==> config.mk <==
export PLATFORM = sky130hd
export DESIGN_NAME = mmio_timer_resp
export DESIGN_NICKNAME = d
export VERILOG_FILES = /design/src/rtl/mmio_timer_resp.sv
export SDC_FILE = /design/constraint.sdc
export NUM_CORES = 1
export LEC_CHECK = 0
export ABC_AREA = 1
export CORE_MARGIN = 1.5
export CORE_UTILIZATION = 35
export DETAILED_ROUTE_END_ITERATION = 10
export GPL_ROUTABILITY_DRIVEN = 0
export PLACE_DENSITY = 0.56
export SLEW_MARGIN = 10
export SYNTH_ARGS = -nofsm -noshare
export SYNTH_HDL_FRONTEND = slang
export SYNTH_SLANG_ARGS = --single-unit
==> constraint.sdc <==
create_clock -name clk -period 4.1 [get_ports clk]
set_clock_uncertainty 0.05 [all_clocks]
set_input_delay 0.82 -clock clk [delete_from_list [all_inputs] [get_ports clk]]
set_output_delay 0.82 -clock clk [all_outputs]
set_load 0.01 [all_outputs]
==> src/rtl/mmio_timer_resp.sv <==
// Memory-mapped 9-bit prescaled countdown timer with a sticky expiry flag and interrupt.
// It decodes ADDR[8:7]==BASE and returns read data with one cycle of latency.
module mmio_timer_resp #(
  parameter int unsigned PRESCALE = 8,
  parameter logic [1:0]  BASE     = 2'b10
) (
  input  logic       clk,
  input  logic       rst,
  input  logic [8:0] addr,
  input  logic [8:0] wdata,
  input  logic       w,
  output logic [8:0] rdata,
  output logic       rd_hit,
  output logic       irq,
  output logic       tick
);

  localparam int unsigned PW = (PRESCALE > 2) ? $clog2(PRESCALE) : 1;

  typedef enum logic [1:0] {STOP, RUN, DONE} state_t;

  state_t         state, state_nxt;
  logic           en, ar, ie, flag;
  logic           en_nxt, ar_nxt, ie_nxt, flag_nxt;
  logic [8:0]     load, load_nxt;
  logic [8:0]     count, count_nxt;
  logic [PW-1:0]  presc, presc_nxt;
  logic [8:0]     rd_val;
  logic           sel, wr_ctrl, wr_load, wr_status;
  logic           unused_addr;

  assign sel         = (addr[8:7] == BASE);
  assign wr_ctrl     = w && sel && (addr[1:0] == 2'd0);
  assign wr_load     = w && sel && (addr[1:0] == 2'd1);
  assign wr_status   = w && sel && (addr[1:0] == 2'd3);
  assign unused_addr = ^addr[6:2];

  assign tick = (state == RUN) && (presc == PW'(PRESCALE - 1));
  assign irq  = flag & ie;

  always_comb begin
    state_nxt = state;
    en_nxt    = en;
    ar_nxt    = ar;
    ie_nxt    = ie;
    flag_nxt  = flag;
    load_nxt  = load;
    count_nxt = count;
    presc_nxt = '0;

    if (wr_status && wdata[0]) flag_nxt = 1'b0;
    if (wr_load) load_nxt = wdata;

    case (state)
      STOP: begin
        if (wr_load) count_nxt = wdata;
        if (wr_ctrl && wdata[0]) state_nxt = RUN;
      end
      RUN: begin
        presc_nxt = tick ? '0 : presc + 1'b1;
        if (tick) begin
          if (count != '0) begin
            count_nxt = count - 1'b1;
          end else begin
            // hardware set is evaluated after the W1C clear so it takes priority
            flag_nxt = 1'b1;
            if (ar) begin
              count_nxt = load;
            end else begin
              state_nxt = DONE;
              en_nxt    = 1'b0;
            end
          end
        end
        if (wr_ctrl) state_nxt = wdata[0] ? RUN : STOP;
      end
      DONE: begin
        if (wr_load) count_nxt = wdata;
        if (wr_ctrl && wdata[0]) state_nxt = RUN;
      end
      default: state_nxt = STOP;
    endcase

    // a software CTRL write overrides the hardware EN clear on expiry
    if (wr_ctrl) begin
      en_nxt = wdata[0];
      ar_nxt = wdata[1];
      ie_nxt = wdata[2];
    end
  end

  always_comb begin
    rd_val = '0;
    case (addr[1:0])
      2'd0: rd_val = {6'b0, ie, ar, en};
      2'd1: rd_val = load;
      2'd2: rd_val = count;
      2'd3: rd_val = {8'b0, flag};
      default: rd_val = '0;
    endcase
  end

  always_ff @(posedge clk) begin
    if (rst) begin
      state  <= STOP;
      en     <= 1'b0;
      ar     <= 1'b0;
      ie     <= 1'b0;
      flag   <= 1'b0;
      load   <= '0;
      count  <= '0;
      presc  <= '0;
      rdata  <= '0;
      rd_hit <= 1'b0;
    end else begin
      state  <= state_nxt;
      en     <= en_nxt;
      ar     <= ar_nxt;
      ie     <= ie_nxt;
      flag   <= flag_nxt;
      load   <= load_nxt;
      count  <= count_nxt;
      presc  <= presc_nxt;
      rdata  <= sel ? rd_val : '0;
      rd_hit <= sel;
    end
  end

endmodule

==> results of run 1 <==
placed cells by master, fill, tap and decap left out, drive strengths merged:
| master | synthesis | routed |
|---|---|---|
| clkdlybuf4s50 | 0 | 27 |
| nand2 | 72 | 72 |
| dfxtp | 37 | 37 |
| xor2 | 1 | 1 |
| a31oi | 1 | 1 |
| o41ai | 1 | 1 |
| nand4 | 2 | 2 |
| o22ai | 2 | 2 |
| inv | 38 | 38 |
| a21oi | 22 | 22 |
| ha | 3 | 3 |
| clkbuf | 1 | 8 |
| nor3 | 3 | 3 |
| nand3 | 23 | 23 |
| o21ai | 24 | 24 |
| buf | 5 | 2 |
| nor2 | 41 | 41 |
| o31ai | 1 | 1 |
worst min path at each step:
stage               startpoint  endpoint  slack [ns]
finish                presc[0]  presc[0]        0.37
global route          presc[0]  presc[0]        0.40
CTS                   presc[0]  presc[0]        0.37
detailed placement    presc[0]  presc[0]        0.36
global placement      presc[0]  presc[0]        0.36
floorplan             presc[0]  presc[0]        0.35
cell families after synthesis:
group,Yosys count
fa+ha+maj,3
flops,37
buf+inv,44
simple gates,141
compound gates,51
xor+xnor,1
power by group:
group	internal, mW	leakage [nW]	switching [mW]	total, mW
registers	0.364	0.299	0.00500	0.369
logic	0.0317	0.604	0.0469	0.0786
clock network	0.121	0.0395	0.127	0.247
total	0.517	0.943	0.178	0.695
per-layer routing:
| metal | vias to the layer above | global-route usage, % | share of wire (%) |
|---|---|---|---|
| li1 | 945 | - | - |
| met1 | 792 | 27.2 | 49 |
| met2 | 36 | 26.2 | 45 |
| met3 | 6 | 4.89 | 4.6 |
| met4 | 0 | 5.95 | 1.3 |
| met5 | - | 0 | 0 |
stage by stage:
stage | instance area (um2) | hold WS, ns | power, mW
3_5_place_dp | 2180 | 0.360 | 0.456
2_1_floorplan | 1850 | 0.349 | 0.426
5_1_grt | 2260 | 0.405 | 0.731
6_report | 2260 | 0.369 | 0.695
4_1_cts | 2260 | 0.372 | 0.703
3_3_place_gp | 2180 | 0.360 | 0.456
flip-flops by register name (all words and copies together) (netlist names):
name and cells:
count 9, load 9, rdata 9, presc 3, state 2, ar 1
en 1, flag 1, ie 1, rd_hit 1
layout make-up:
cell class,instances,area [um2],share of cell area [%]
clock buffer,8,80.1,3.54
inverter,38,143,6.30
multi-input combinational,196,928,41.0
sequential,37,741,32.7
tap,70,87.6,3.87
timing repair buffer,29,285,12.6
worst max-delay path, stage by stage, from the launching register on:
cell and delay (ns):
dfxtp_1 0.68, inv_2 0.23, nor2_4 0.18, nand2_1 0.08, inv_1 0.11, clkdlybuf4s50_1 0.54
==> flow_metrics.py, run 1 <==
metrics = {
    "drt": {
        "drtPass1Iterations": 5,
        "wire_per_inst_um": 12.3,
        "vias": 1779,
        "dr.first_iter.drc_count": 148,
        "drc": 0,
        "viasPerCell": 4.71,
        "totalWireLength_mm": 4.66,
        "ant_nets": 0,
    },
    "yosys": {
        "synth.most_common_cell": "nand2_1",
        "ys_types": 24,
        "synthTopCellsByArea": "dfxtp_1, nand2_1, inv_1",
        "synth_simple_gate_area_share_pct": 32.9,
        "synth_compound_area_share_pct": 14.7,
        "synth_commonest_cells": "nand2_1, dfxtp_1, inv_1, nor2_1",
        "async_flop_share_pct": 0,
        "ys_ff_latch": 37,
        "synth_edf_count": 0,
        "yosys_warnings": 0,
        "synth_top_area_cell": "dfxtp_1",
        "synth_xor_area_share_pct": 0.473,
        "synth.top_cell.area_share_pct": 40.0,
        "syn_inst": 277,
        "synth_area_mm2": 0.00185,
        "synth_area_per_cell_um2": 6.69,
        "synthMuxAreaShare_pct": 0,
        "synth_nets": 301,
        "yosys.area_share.adder_pct": 2.03,
        "ys.flop_type": "dfxtp_1",
        "synth_top_family_by_area": "simple AND/OR/NAND/NOR gates",
        "synth_seq_area_share_pct": 40.0,
    },
    "global_route": {
        "grt_pass1_wl_mm": 7.86,
        "antenna_found_initial": 0,
        "overflow": 0,
        "grt_max_degree": 19,
        "grtUsageTotal_pct": 18.6,
        "grt_pass1_vias": 1558,
    },
    "finish": {
        "final_nets": 331,
        "fillers": 551,
        "final_util_pct": 44.3,
        "drive_above_1_share_pct": 5.84,
        "antenna_cells": 0,
        "area_delta_synth_final_pct": 22.2,
        "final_cells": 378,
    },
    "clock_tree": {
        "cts_max_level": 2,
        "cts_setup_buffers": 0,
        "cts_tree": "built",
        "cts_resized": 0,
        "clock-sinks": 37,
        "clk_pin_slew_ns": 0.07,
        "numCtsBuffers": 5,
        "clk_latency_ns": 0.29,
        "clockBufferDepth": 2,
        "cts_hold_buf": 0,
        "cts_root_buf": "clkbuf_8",
    },
    "setup_path": {
        "cp.required_ns": 3.23,
        "crit_path_end": "tick",
        "reg2reg_from": "state[0]",
        "cp_max_fo": 14,
        "r2r_cells": 7,
        "rrSetupSlack_ns": 2.03,
        "reg2reg_to": "count[1]",
        "critPathKind": "reg -> out",
        "crit_start": "state[0]",
        "worst_ep_arrival_time_ns": 2.11,
        "critPathCaptureType": "primary output",
        "start_kind": "flip-flop",
    },
    "sta": {
        "layout_min_cycle_time_ns": 2.98,
        "setup_violations": 0,
        "fmax_mhz": 335,
        "slew_violations": 0,
        "worst_slack_ns": 1.12,
        "fin_crit_sh_pct": 72.8,
        "finalSetupTns_ns": 0,
        "tightest_slew_ns": 0.663,
        "rsz0062_at_grt": "false",
        "finalHoldViolCount": 0,
        "slew_headroom_pct": 55.6,
    },
    "place": {
        "io_buffers": 27,
        "dp_hpwl_mm": 3.31,
        "dp.cells": 370,
        "pre_cts_slack_ns": 1.12,
    },
    "power_and_ir_drop": {
        "powerDensity_mw_per_mm2": 307,
        "vdd_drop_max_mv": 0.136,
        "p_leak_nw": 0.943,
    },
    "floorplan": {
        "start_util_pct": 36.3,
        "fp.coreArea_mm2": 0.00511,
        "fp.dieH_um": 75.8,
        "dieArea_mm2": 0.00574,
        "die_w_um": 75.8,
        "num_rows": 26,
        "ios": 33,
    },
    "worst_hold_path": {
        "holdPathStages": 1,
        "hp-class": "reg -> reg",
    },
    "run": {
        "max_cap_viol_count": 0,
    },
    "status": {
        "status": "finished clean",
    },
}
No activity file was read; power rests on OpenSTA's default activity.
==> inputs of run 2 (changes only) <==
- clock period: 4.1 -> 2.9 ns (I/O delays scaled with it)
==> flow_metrics.py, run 2 (same netlist as run 1, synthesis figures left out) <==
metrics = {
    "finish": {
        "final_cell_mix": "nand2_1, inv_1, nor2_1, dfxtp_1, clkdlybuf4s50_1",
        "largestRegisters": "count (9), load (9), rdata (9)",
        "drive_above_1_share_pct": 7.10,
        "final_nets": 334,
        "final_cell_area_mm2": 0.00229,
        "layout_commonest_cell": "nand2_1",
        "antenna_cells": 0,
        "area_delta_synth_final_pct": 23.8,
    },
    "floorplan": {
        "start_util_pct": 36.3,
        "fp.coreArea_mm2": 0.00511,
        "fp.dieH_um": 75.8,
        "die_w_um": 75.8,
        "dieArea_mm2": 0.00574,
        "ios": 33,
        "num_rows": 26,
    },
    "place": {
        "io_buffers": 27,
        "dpl_cell_area_mm2": 0.00221,
        "dp_hpwl_mm": 3.49,
    },
    "worst_hold_path": {
        "holdPathStages": 1,
        "hp-class": "reg -> reg",
    },
    "setup_path": {
        "r2r_cells": 9,
        "critPathKind": "reg -> out",
        "slowest_delay_ns": 0.54,
        "cpMaxStageDelayCell": "clkdlybuf4s50_1",
        "cpLargestDelayFamily": "buffers and inverters",
        "cp.required_ns": 2.27,
        "worst_ep_arrival_time_ns": 1.69,
        "path_cells": "ha_1, ha_1, nand2_1, inv_1, clkdlybuf4s50_1",
        "cp_max_fo": 3,
        "crit_buf_inv": 2,
        "start_kind": "flip-flop",
        "critPathMostFrequentCell": "ha_1",
        "crit_cells": 5,
        "critPathCaptureType": "primary output",
    },
    "drt": {
        "drc": 0,
        "drtPass1Iterations": 4,
        "ant_nets": 0,
        "viasPerCell": 4.74,
        "vias": 1803,
        "totalWireLength_mm": 4.79,
        "wire_per_inst_um": 12.6,
        "dr.first_iter.drc_count": 141,
    },
    "global_route": {
        "grtUsageTotal_pct": 18.5,
        "overflow": 0,
        "grt_pass1_vias": 1598,
        "antenna_found_initial": 0,
        "grt_pass1_wl_mm": 7.94,
        "grt_max_degree": 18,
    },
    "sta": {
        "tightest_slew_ns": 0.609,
        "slew_headroom_pct": 59.2,
        "slew_violations": 0,
        "fmax_mhz": 431,
        "fin_crit_sh_pct": 80.1,
        "layout_min_cycle_time_ns": 2.32,
        "finalSetupTns_ns": 0,
        "rsz0062_at_grt": "false",
        "setup_violations": 0,
        "finalHoldViolCount": 0,
    },
    "clock_tree": {
        "clock-sinks": 37,
        "numCtsBuffers": 5,
        "clk_latency_ns": 0.29,
        "cts_root_buf": "clkbuf_8",
        "cts_setup_buffers": 0,
        "clockBufferDepth": 2,
        "cts_resized": 0,
        "cts_hold_buf": 0,
        "clk_pin_slew_ns": 0.07,
        "cts_max_level": 2,
        "cts_tree": "built",
    },
    "power_and_ir_drop": {
        "powerDensity_mw_per_mm2": 440,
        "vdd_drop_max_mv": 0.248,
        "p_leak_nw": 0.962,
    },
    "status": {
        "status": "finished clean",
    },
    "run": {
        "max_cap_viol_count": 0,
    },
}
run 2: final timing paths:
| check | from | slack, ns | to |
|---|---|---|---|
| setup / recovery | presc[0] | 0.58 | tick |
| hold / removal | presc[0] | 0.37 | presc[0] |
| setup reg to reg | count[0] | 0.84 | count[2] |
| hold reg to reg | presc[0] | 0.37 | presc[0] |
run 2: final cells by class:
type	instances	area, um2
tap	70	87.6
clock buffer	7	86.3
sequential	37	741
timing repair buffer	32	308
multi-input combinational	196	928
inverter	38	143
fill	564	2810
run 2: worst reg2reg max path, delay by kind of cell (launching register included):
| kind | cells | cell delay (ns) |
|---|---|---|
| AND/OR/NAND/NOR | 5 | 0.76 |
| buffers and inverters | 2 | 0.30 |
| AO/OA/AOI/OAI | 1 | 0.20 |
| adder cells (fa/ha/maj) | 1 | 0.30 |
| flip-flops | 1 | 0.34 |
run 2: metal layers:
| layer | global-route usage, % | wire length, um |
|---|---|---|
| met1 | 27.0 | 2390 |
| met2 | 27.3 | 2110 |
| met3 | 3.97 | 241 |
| met4 | 4.96 | 45 |
| met5 | 0 | 0 |
run 2: metrics by stage:
step           cells  total power, mW  worst slack (ns)  hold WS (ns)  util, %
2_1_floorplan    277            0.602              1.36         0.349        -
3_3_place_gp     373            0.648             0.545         0.361     43.2
3_5_place_dp     373            0.648             0.539         0.368     43.2
4_1_cts          380             1.02             0.564         0.380     44.9
5_1_grt          380             1.05             0.500         0.382     44.9
6_report         380             1.01             0.578         0.373     44.9
run 2: power breakdown:
| part | internal (mW) | leakage (nW) | total (mW) | switching [mW] |
|---|---|---|---|---|
| logic | 0.0466 | 0.619 | 0.115 | 0.0689 |
| clock network | 0.189 | 0.0443 | 0.372 | 0.184 |
| registers | 0.515 | 0.299 | 0.521 | 0.00623 |
| total | 0.751 | 0.962 | 1.01 | 0.259 |
